$ cat src/rtl/mem_port_arb_pkg.sv
// Shared definitions for the memory read-port arbiter: default widths, issue-source
// encoding and the saturating drop-counter helper.
package mem_port_arb_pkg;

  localparam int ADDR_W_DEF = 16;
  localparam int DROP_CNT_W = 16;

  typedef enum logic [1:0] {
    SEL_NONE = 2'd0,
    SEL_DM   = 2'd1,
    SEL_PF   = 2'd2
  } sel_e;

  function automatic logic [DROP_CNT_W-1:0] sat_inc(input logic [DROP_CNT_W-1:0] v);
    return (v == {DROP_CNT_W{1'b1}}) ? v : v + 1'b1;
  endfunction

endpackage

$ cat src/rtl/mem_port_arb_pf_fifo.sv
// Prefetch request FIFO: synchronous, power-of-two depth, full/empty from an extra
// pointer bit. Storage is not reset; only the pointers are.
module mem_port_arb_pf_fifo #(
  parameter int DEPTH = 4,
  parameter int W     = 16
) (
  input  logic         clk,
  input  logic         rst,
  input  logic         push_i,
  input  logic         pop_i,
  input  logic [W-1:0] din_i,
  output logic         full_o,
  output logic         empty_o,
  output logic [W-1:0] head_o
);

  localparam int PW = $clog2(DEPTH);

  logic [PW:0]  wptr_q, wptr_d;
  logic [PW:0]  rptr_q, rptr_d;
  logic [W-1:0] mem_q [DEPTH];
  logic         do_push;
  logic         do_pop;

  assign empty_o = (wptr_q == rptr_q);
  assign full_o  = (wptr_q[PW] != rptr_q[PW]) && (wptr_q[PW-1:0] == rptr_q[PW-1:0]);
  assign do_push = push_i && !full_o;
  assign do_pop  = pop_i && !empty_o;
  assign head_o  = mem_q[rptr_q[PW-1:0]];

  always_comb begin
    wptr_d = wptr_q + {{PW{1'b0}}, do_push};
    rptr_d = rptr_q + {{PW{1'b0}}, do_pop};
  end

  always_ff @(posedge clk or posedge rst) begin
    if (rst) begin
      wptr_q <= '0;
      rptr_q <= '0;
    end else begin
      wptr_q <= wptr_d;
      rptr_q <= rptr_d;
    end
  end

  always_ff @(posedge clk) begin
    if (do_push) mem_q[wptr_q[PW-1:0]] <= din_i;
  end

endmodule

$ cat src/rtl/mem_port_arb.sv
// Owner of the shared memory read port: demand misses first, buffered prefetches second,
// in-flight tracker bounds outstanding reads. Define MEM_ARB_DEDUP_EN to suppress duplicates.
module mem_port_arb
  import mem_port_arb_pkg::*;
#(
  parameter int PF_DEPTH = 4,
  parameter int MAX_OUT  = 4,
  parameter int ADDR_W   = ADDR_W_DEF
) (
  input  logic                  clk,
  input  logic                  rst,
  input  logic                  dm_valid,
  input  logic [ADDR_W-1:0]     dm_addr,
  output logic                  dm_ready,
  input  logic                  pf_valid,
  input  logic [ADDR_W-1:0]     pf_addr,
  output logic                  pf_full,
  output logic                  mem_re,
  output logic [ADDR_W-1:0]     mem_raddr,
  input  logic                  mem_ready,
  input  logic [ADDR_W-1:0]     mem_addr_out,
  output logic                  busy,
  output logic [DROP_CNT_W-1:0] pf_drop_cnt
);

  localparam int IW = (MAX_OUT > 1) ? $clog2(MAX_OUT) : 1;

  logic [MAX_OUT-1:0]    trk_vld_q, trk_vld_d;
  logic [ADDR_W-1:0]     trk_addr_q [MAX_OUT];
  logic                  mem_re_q, mem_re_d;
  logic [ADDR_W-1:0]     mem_raddr_q, mem_raddr_d;
  logic [DROP_CNT_W-1:0] drop_cnt_q, drop_cnt_d;

  logic                  fifo_full, fifo_empty;
  logic [ADDR_W-1:0]     fifo_head;
  logic                  fifo_push, fifo_pop;

  logic                  dm_hit, hd_hit, pf_hit, rsp_hit;
  logic [IW-1:0]         rsp_idx, alloc_idx;
  logic                  has_free;
  logic                  dm_ready_c;
  logic                  pf_dup;
  logic                  drop_inc;
  sel_e                  sel;
  logic [ADDR_W-1:0]     issue_addr;

  mem_port_arb_pf_fifo #(
    .DEPTH (PF_DEPTH),
    .W     (ADDR_W)
  ) u_pf_fifo (
    .clk     (clk),
    .rst     (rst),
    .push_i  (fifo_push),
    .pop_i   (fifo_pop),
    .din_i   (pf_addr),
    .full_o  (fifo_full),
    .empty_o (fifo_empty),
    .head_o  (fifo_head)
  );

  assign has_free = ~&trk_vld_q;

  // Descending scan so the lowest matching / lowest free index wins.
  always_comb begin
    dm_hit    = 1'b0;
    hd_hit    = 1'b0;
    pf_hit    = 1'b0;
    rsp_hit   = 1'b0;
    rsp_idx   = '0;
    alloc_idx = '0;
    for (int i = MAX_OUT - 1; i >= 0; i--) begin
      if (!trk_vld_q[i]) alloc_idx = IW'(i);
      if (trk_vld_q[i] && (trk_addr_q[i] == mem_addr_out)) begin
        rsp_hit = 1'b1;
        rsp_idx = IW'(i);
      end
`ifdef MEM_ARB_DEDUP_EN
      if (trk_vld_q[i] && (trk_addr_q[i] == dm_addr))   dm_hit = 1'b1;
      if (trk_vld_q[i] && (trk_addr_q[i] == fifo_head)) hd_hit = 1'b1;
      if (trk_vld_q[i] && (trk_addr_q[i] == pf_addr))   pf_hit = 1'b1;
`endif
    end
  end

  always_comb begin
    sel        = SEL_NONE;
    issue_addr = dm_addr;
    dm_ready_c = 1'b0;
    fifo_pop   = 1'b0;
    fifo_push  = 1'b0;
    drop_inc   = 1'b0;
    pf_dup     = 1'b0;

    if (dm_valid) begin
      if (dm_hit) begin
        dm_ready_c = 1'b1;
      end else if (has_free) begin
        dm_ready_c = 1'b1;
        sel        = SEL_DM;
      end
    end else if (!fifo_empty) begin
      if (hd_hit) begin
        fifo_pop = 1'b1;
      end else if (has_free) begin
        fifo_pop   = 1'b1;
        sel        = SEL_PF;
        issue_addr = fifo_head;
      end
    end

`ifdef MEM_ARB_DEDUP_EN
    pf_dup = pf_hit || (dm_ready_c && (pf_addr == dm_addr));
`endif
    // A full FIFO drops the incoming prefetch even if the head pops this cycle.
    if (pf_valid && !pf_dup) begin
      if (fifo_full) drop_inc  = 1'b1;
      else           fifo_push = 1'b1;
    end
  end

  // Free uses the response match, alloc uses a slot that was free before the edge.
  always_comb begin
    trk_vld_d = trk_vld_q;
    if (mem_ready && rsp_hit) trk_vld_d[rsp_idx] = 1'b0;
    if (sel != SEL_NONE) trk_vld_d[alloc_idx] = 1'b1;
    mem_re_d    = (sel != SEL_NONE);
    mem_raddr_d = (sel != SEL_NONE) ? issue_addr : mem_raddr_q;
    drop_cnt_d  = drop_inc ? sat_inc(drop_cnt_q) : drop_cnt_q;
  end

  always_ff @(posedge clk or posedge rst) begin
    if (rst) begin
      trk_vld_q   <= '0;
      mem_re_q    <= 1'b0;
      mem_raddr_q <= '0;
      drop_cnt_q  <= '0;
    end else begin
      trk_vld_q   <= trk_vld_d;
      mem_re_q    <= mem_re_d;
      mem_raddr_q <= mem_raddr_d;
      drop_cnt_q  <= drop_cnt_d;
    end
  end

  always_ff @(posedge clk) begin
    if (sel != SEL_NONE) trk_addr_q[alloc_idx] <= issue_addr;
  end

  assign dm_ready    = dm_ready_c && !rst;
  assign pf_full     = fifo_full;
  assign mem_re      = mem_re_q;
  assign mem_raddr   = mem_raddr_q;
  assign busy        = (|trk_vld_q) || !fifo_empty;
  assign pf_drop_cnt = drop_cnt_q;

endmodule

$ cat config.mk
export PLATFORM = sky130hd
export DESIGN_NAME = mem_port_arb
export DESIGN_NICKNAME = d
export VERILOG_FILES = /design/src/rtl/mem_port_arb_pkg.sv /design/src/rtl/mem_port_arb_pf_fifo.sv /design/src/rtl/mem_port_arb.sv
export SDC_FILE = /design/constraint.sdc
export NUM_CORES = 1
export LEC_CHECK = 0
export CELL_PAD_IN_SITES_DETAIL_PLACEMENT = 1
export CELL_PAD_IN_SITES_GLOBAL_PLACEMENT = 1
export CORE_AREA = 2 2 152 169
export CTS_BUF_LIST = sky130_fd_sc_hd__clkbuf_4
export DETAILED_ROUTE_END_ITERATION = 6
export DIE_AREA = 0 0 154 171
export DONT_BUFFER_PORTS = 1
export PLACE_DENSITY_LB_ADDON = 0.1
export SETUP_SLACK_MARGIN = 0.1
export SYNTH_ARGS = -nofsm -noshare
export SYNTH_HDL_FRONTEND = slang
export SYNTH_SLANG_ARGS = --single-unit
$ cat constraint.sdc
create_clock -name clk -period 4.8 [get_ports clk]
set_clock_uncertainty 0.15 [all_clocks]
set_input_delay 0.72 -clock clk [delete_from_list [all_inputs] [get_ports clk]]
set_output_delay 0.72 -clock clk [all_outputs]
set_load 0.05 [all_outputs]
## Yosys cells after proc, flatten, opt, wreduce, memory -nomap -nowiden

Memories as Yosys holds them, arrays and structs flattened.
Cells that the tools add are included.

- Equality and inequality tests: 8
- Mux-type cells: 37
- Magnitude comparators: 4
- Reduce and logical (&&, ||, !) cells: 19
- $add $sub $neg: 3
- Bitwise gates (word level): 4

Operators with widths:

| cell | count |
|---|---|
| 16-bit == test | 4 |
| 16-bit two-way mux | 3 |
| 2-bit two-way mux | 11 |
| 1-bit two-way mux | 19 |
| 16-bit by 1-bit adder with 16-bit output, second input constant | 1 |
| 16-bit == test, second input constant | 1 |
| 1-bit logical AND | 11 |
| 4-bit two-way mux | 2 |
| 3-bit by 1-bit adder with 3-bit output | 2 |
| 2-bit by 3-bit < comparator with 1-bit output, second input constant | 2 |
| 4-bit bitwise AND | 1 |
| 1-bit demux with 2-bit select | 2 |
| 2-bit by 1-bit >= comparator with 1-bit output, second input constant | 2 |
| 4-bit NOT | 1 |
| 4-bit OR | 1 |
| 4-bit AND reduction | 1 |
| 4-bit OR reduction | 1 |
| 3-bit == test | 1 |
| 1-bit logical NOT | 3 |
| 2-bit == test | 1 |
| 2-bit AND reduction | 1 |
| 2-bit nonzero test | 1 |
| 1-bit logical OR | 1 |
| 1-bit inequality test | 1 |
| 1-bit NOT | 1 |

- Logic and storage cells: 83
- Memories kept: 2
- Register bits: 43
- Output and inout bits: 36
- Bits of input ports: 53
- Bits in writable memories: 128

Memory list:

| name | depth | width | rd ports | clocked after Yosys merged registers in | wr ports | RTL line | RTL |
|---|---|---|---|---|---|---|---|
| trk_addr_q | 4 | 16 | 4 | 0 | 1 | mem_port_arb.sv:29 | `logic [ADDR_W-1:0] trk_addr_q [MAX_OUT];` |
| u_pf_fifo.mem_q | 4 | 16 | 1 | 0 | 1 | mem_port_arb_pf_fifo.sv:21 | `logic [W-1:0] mem_q [DEPTH];` |

## Logic depth before layout (Yosys ltp)

An unclocked memory read counts as a cell.

- Word-level depth: 16
- Mapped depth: 9
- Depth with buffers taken out: 8

## By module

Synthesis repeated with hierarchy kept, for this count alone.

- Cell total of the unflattened synthesis: 479
- Area total of the unflattened synthesis: 7285.7 µm²

By module, submodules not included:

| module | area an instance (µm²) | sequential area each (µm²) | cells an instance | times used |
|---|---|---|---|---|
| mem_port_arb | 4588.2 | 2847.7 | 364 | 1 |
| mem_port_arb_pf_fifo | 2697.6 | 2072.0 | 115 | 1 |

## Worst setup path after synthesis

Ideal clock, no wire load.

- Path kind: register to register
- Start: reg u_pf_fifo.rptr_q[1]
- End: mem trk_addr_q[3][0] (netlist name) (enable)
- Period minus slack after synthesis: 3.329 ns
- Buffers on the path: 1
- Setup slack: 1.471 ns
- Setup time: 0.440 ns
- Stages on the path, launching flop included: 5
- Arrival: 2.739 ns
- Data required time: 4.210 ns
- Cells stage by stage: dfrtp_1 -> buf_6 -> xor2_2 -> nor4_4 -> nor4b_1

- Word-level cells in the longest chain between the ends: 6

RTL lines:

| item | RTL line | RTL |
|---|---|---|
| from (decl) | mem_port_arb_pf_fifo.sv:20 | `logic [PW:0] rptr_q, rptr_d;` |
| from (signal assigned) | mem_port_arb_pf_fifo.sv:42 | `rptr_q <= rptr_d;` |
| 3-bit == test | mem_port_arb_pf_fifo.sv:25 | `assign empty_o = (wptr_q == rptr_q);` |
| 2-bit two-way mux | mem_port_arb.sv:101 | `end else if (!fifo_empty) begin` |
| 2-bit two-way mux | mem_port_arb.sv:94 | `if (dm_valid) begin` |
| 2-bit nonzero test | mem_port_arb.sv:146 | `if (sel != SEL_NONE) trk_addr_q[alloc_idx] <= issue_addr;` |
| 1-bit two-way mux | mem_port_arb.sv:146 |  |
| 1-bit two-way mux (not written as such) | mem_port_arb.sv:146 |  |
| to (decl) | mem_port_arb.sv:29 |  |

Every way passes these cells.

## Worst setup path in the final report

- Start: reg u_pf_fifo.rptr_q[0]
- End: out busy

- Word-level cells in the longest chain between the ends: 3

RTL lines:

| item | RTL line | RTL |
|---|---|---|
| 3-bit == test | mem_port_arb_pf_fifo.sv:25 |  |
| 1-bit logical NOT | mem_port_arb.sv:153 | `assign busy = (\|trk_vld_q) \|\| !fifo_empty;` |
| 1-bit logical OR | mem_port_arb.sv:153 |  |
| to (decl) | mem_port_arb.sv:22 | `output logic busy,` |

Every way passes these cells.

==> results.py <==
metrics = {
    "timing": {
        "finalCritPeriodShare_pct": 70.3,
        "setup-violations-final": 0,
        "hold_viol": 0,
        "fin_tns_setup_ns": 0,
        "maxSlewHeadroom_pct": 31.3,
        "fmax_mhz": 296,
        "tightest_slew_ns": 1.03,
        "finalMaxSlewViolations": 0,
        "grt_setup_unrepaired": "false",
        "fin_crit_ns": 3.37,
    },
    "critical_path": {
        "worst_ep_arrival_time_ns": 2.50,
        "crit_end": "busy",
        "cp.required_ns": 3.93,
        "start_kind": "register",
        "crit_chain": "buf_4 -> xor2_2 -> nor3_2 -> nand2b_1 -> or4_1",
        "rr_endpoint": "mem_raddr[3]",
        "crit_type": "register to output port",
        "cp_max_fo": 18,
        "cp-startpoint": "u_pf_fifo.rptr_q[0]",
        "reg2regPathDepth": 6,
        "r2r_setup_slack_ns": 1.86,
        "cpPeakStageDelay_ns": 0.70,
        "critPathSlowestCell": "or4_1",
        "cp-end-kind": "output port",
        "r2r_start": "u_pf_fifo.rptr_q[0]",
    },
    "synth": {
        "synth.avg_cell_area_um2": 16.7,
        "yosysSeqAreaShare_pct": 67.5,
        "ys_ff_latch": 171,
        "synth_area_leaders": "edfxtp_1, dfrtp_1, xnor2_1",
        "netlist_top_cells_count": "edfxtp_1, xnor2_1, dfrtp_1",
        "synth_most_common_cell": "edfxtp_1",
        "synth_edf_count": 128,
        "syn_nets": 495,
        "yosys.area.top_type_share_pct": 52.7,
        "synth_cells": 437,
        "syn_area_um2": 7290,
        "ys_warn_count": 0,
        "ys_types": 46,
        "synth-main-ff-cell": "edfxtp_1",
        "synth_top_area_cell": "edfxtp_1",
        "ys_async_sr_fraction_pct": 25.1,
    },
    "floorplan": {
        "dieHeight_um": 171,
        "start_util_pct": 29.4,
        "row_count": 61,
        "core_um2": 24800,
        "die_x_um": 154,
        "dieArea_um2": 26300,
        "io_pins": 89,
    },
    "placed_design": {
        "dp_hpwl_mm": 13.3,
        "dpl-instance-area_um2": 7710,
        "port_buffers": 0,
        "routabilityCongestion": 0.832,
    },
    "layout": {
        "final_nets": 511,
        "stdcell_area_um2": 8010,
        "final_core_util_pct": 32.3,
        "drive_above_1_share_pct": 21.2,
        "area_growth_pct": 9.83,
        "fill_cells": 2535,
    },
    "routing": {
        "final_antenna_net_count": 0,
        "wl_per_cell_um": 22.6,
        "vias": 3680,
        "wirelength_mm": 17.7,
        "via_per_inst": 4.71,
        "dr.pass1.iters": 5,
        "drc": 0,
        "drtIter0Drc": 102,
    },
    "global_route": {
        "grtUsageTotal_pct": 13.9,
        "grt_pass1_wl_mm": 26.3,
        "grt_pass1_vias": 4009,
        "antenna_found_initial": 4,
        "grt_overflow": 0,
        "grt_max_degree": 44,
    },
    "hold_path": {
        "hp-class": "input port to register",
        "hp-start": "mem_ready",
    },
    "pwr": {
        "p_per_area_nw_per_um2": 538,
        "power_leakage_nw": 2.67,
        "irDropWorstVdd_v": 0.000205,
    },
    "clocking": {
        "root_buffer": "clkbuf_4",
        "cts_tree": "built",
        "cts_resized": 0,
        "cts_sinks": 171,
        "htree_levels": 4,
        "cts_buffer_depth": 2,
        "clk_latency_ns": 0.57,
        "cts_buffers": 17,
        "post-cts-setup-buffers": 0,
        "hold_buffers": 0,
        "clk_pin_slew_worst_paths_ns": 0.16,
    },
    "run_status": {
        "status": "completed",
    },
    "job": {
        "drv_cap": 0,
    },
}
[placed cells by master (no fill, tap or decap), drive strengths merged, types with 6 or more instances in the layout]
master / count
edfxtp: 128
xnor2: 52
dfrtp: 43
xor2: 33
mux2: 33
nand4: 18
nand2: 17
clkbuf: 17
mux4: 16
nor2: 14
inv: 14
nor4: 12
nand3: 10
nor3: 8
clkinv: 6
[cells by family (layout without fill, tap and decap cells)]
logic type | after synthesis | in the layout | share of synthesized area, %
fa+ha+maj | 5 | 5 | 0.858
simple gates | 101 | 101 | 8.08
mux | 49 | 49 | 10.7
xor+xnor | 85 | 85 | 10.5
compound gates | 12 | 12 | 1.22
buf+inv | 14 | 43 | 1.20
flops | 171 | 171 | 67.5
other cells | 0 | 1 | 0
[stage by stage]
stage / hold slack, ns / setup WS [ns] / std cells / total power [mW]
floorplan: 0.351 / 1.47 / 437 / 3.20
global placement: 0.397 / 1.80 / 749 / 3.54
detailed placement: 0.407 / 1.80 / 749 / 3.56
CTS: 0.0260 / 1.28 / 781 / 4.40
global route: 0.0160 / 1.19 / 782 / 4.54
finish: 0.0917 / 1.43 / 782 / 4.31
[routing by layer]
| layer | track usage [%] | up-vias | wire [µm] | share of wire, % |
|---|---|---|---|---|
| met1 | 16.0 | 1888 | 7210 | 41 |
| met2 | 23.4 | 70 | 8860 | 50 |
| met5 | 0 | - | 34 | 0.19 |
| met4 | 5.24 | 6 | 390 | 2.2 |
| li1 | - | 1693 | - | - |
| met3 | 5.78 | 23 | 1170 | 6.6 |
[flip-flops by register name, indices dropped and copies added, names as in the netlist]
signal	count
mem_raddr	16
trk_vld_q	4
u_pf_fifo.wptr_q	3
u_pf_fifo.mem_q	64
u_pf_fifo.rptr_q	3
trk_addr_q	64
pf_drop_cnt	16
mem_re	1
[power breakdown]
group | switching (mW) | internal (mW) | leakage, nW | total, mW
clock | 0.585 | 0.246 | 0.158 | 0.831
sequential | 0.522 | 1.93 | 1.69 | 2.46
combinational | 0.576 | 0.446 | 0.824 | 1.02
total | 1.68 | 2.62 | 2.67 | 4.31
[cell type report]
type / count / area [µm²] / share of cell area, %
Timing Repair Buffer: 5 / 37.5 / 0.469
Inverter: 6 / 22.5 / 0.281
Sequential cell: 171 / 4920 / 61.4
Tap cell: 315 / 394 / 4.92
Antenna cell: 1 / 2.50 / 0.0312
Clock inverter: 15 / 173 / 2.16
Clock buffer: 17 / 128 / 1.59
Multi-Input combinational cell: 252 / 2330 / 29.1
[worst max-delay path, delay by kind of cell, from the launching register on]
family / cells / cell delay [ns]
simple gates: 3 / 1.08
xor+xnor: 1 / 0.19
flops: 1 / 0.35
buf+inv: 1 / 0.34
[how the worst min path moves through the flow]
stage | cells after the start | slack, ns | endpoint
detailed placement | 1 | 0.41 | u_pf_fifo.wptr_q[2]
CTS | 1 | 0.03 | trk_vld_q[0]
finish | 1 | 0.09 | trk_vld_q[0]
global placement | 1 | 0.40 | u_pf_fifo.wptr_q[2]
global route | 0 | 0.02 | u_pf_fifo.mem_q[1][13]
floorplan | 1 | 0.35 | u_pf_fifo.rptr_q[1]
Power figures use the tool's default switching activity.
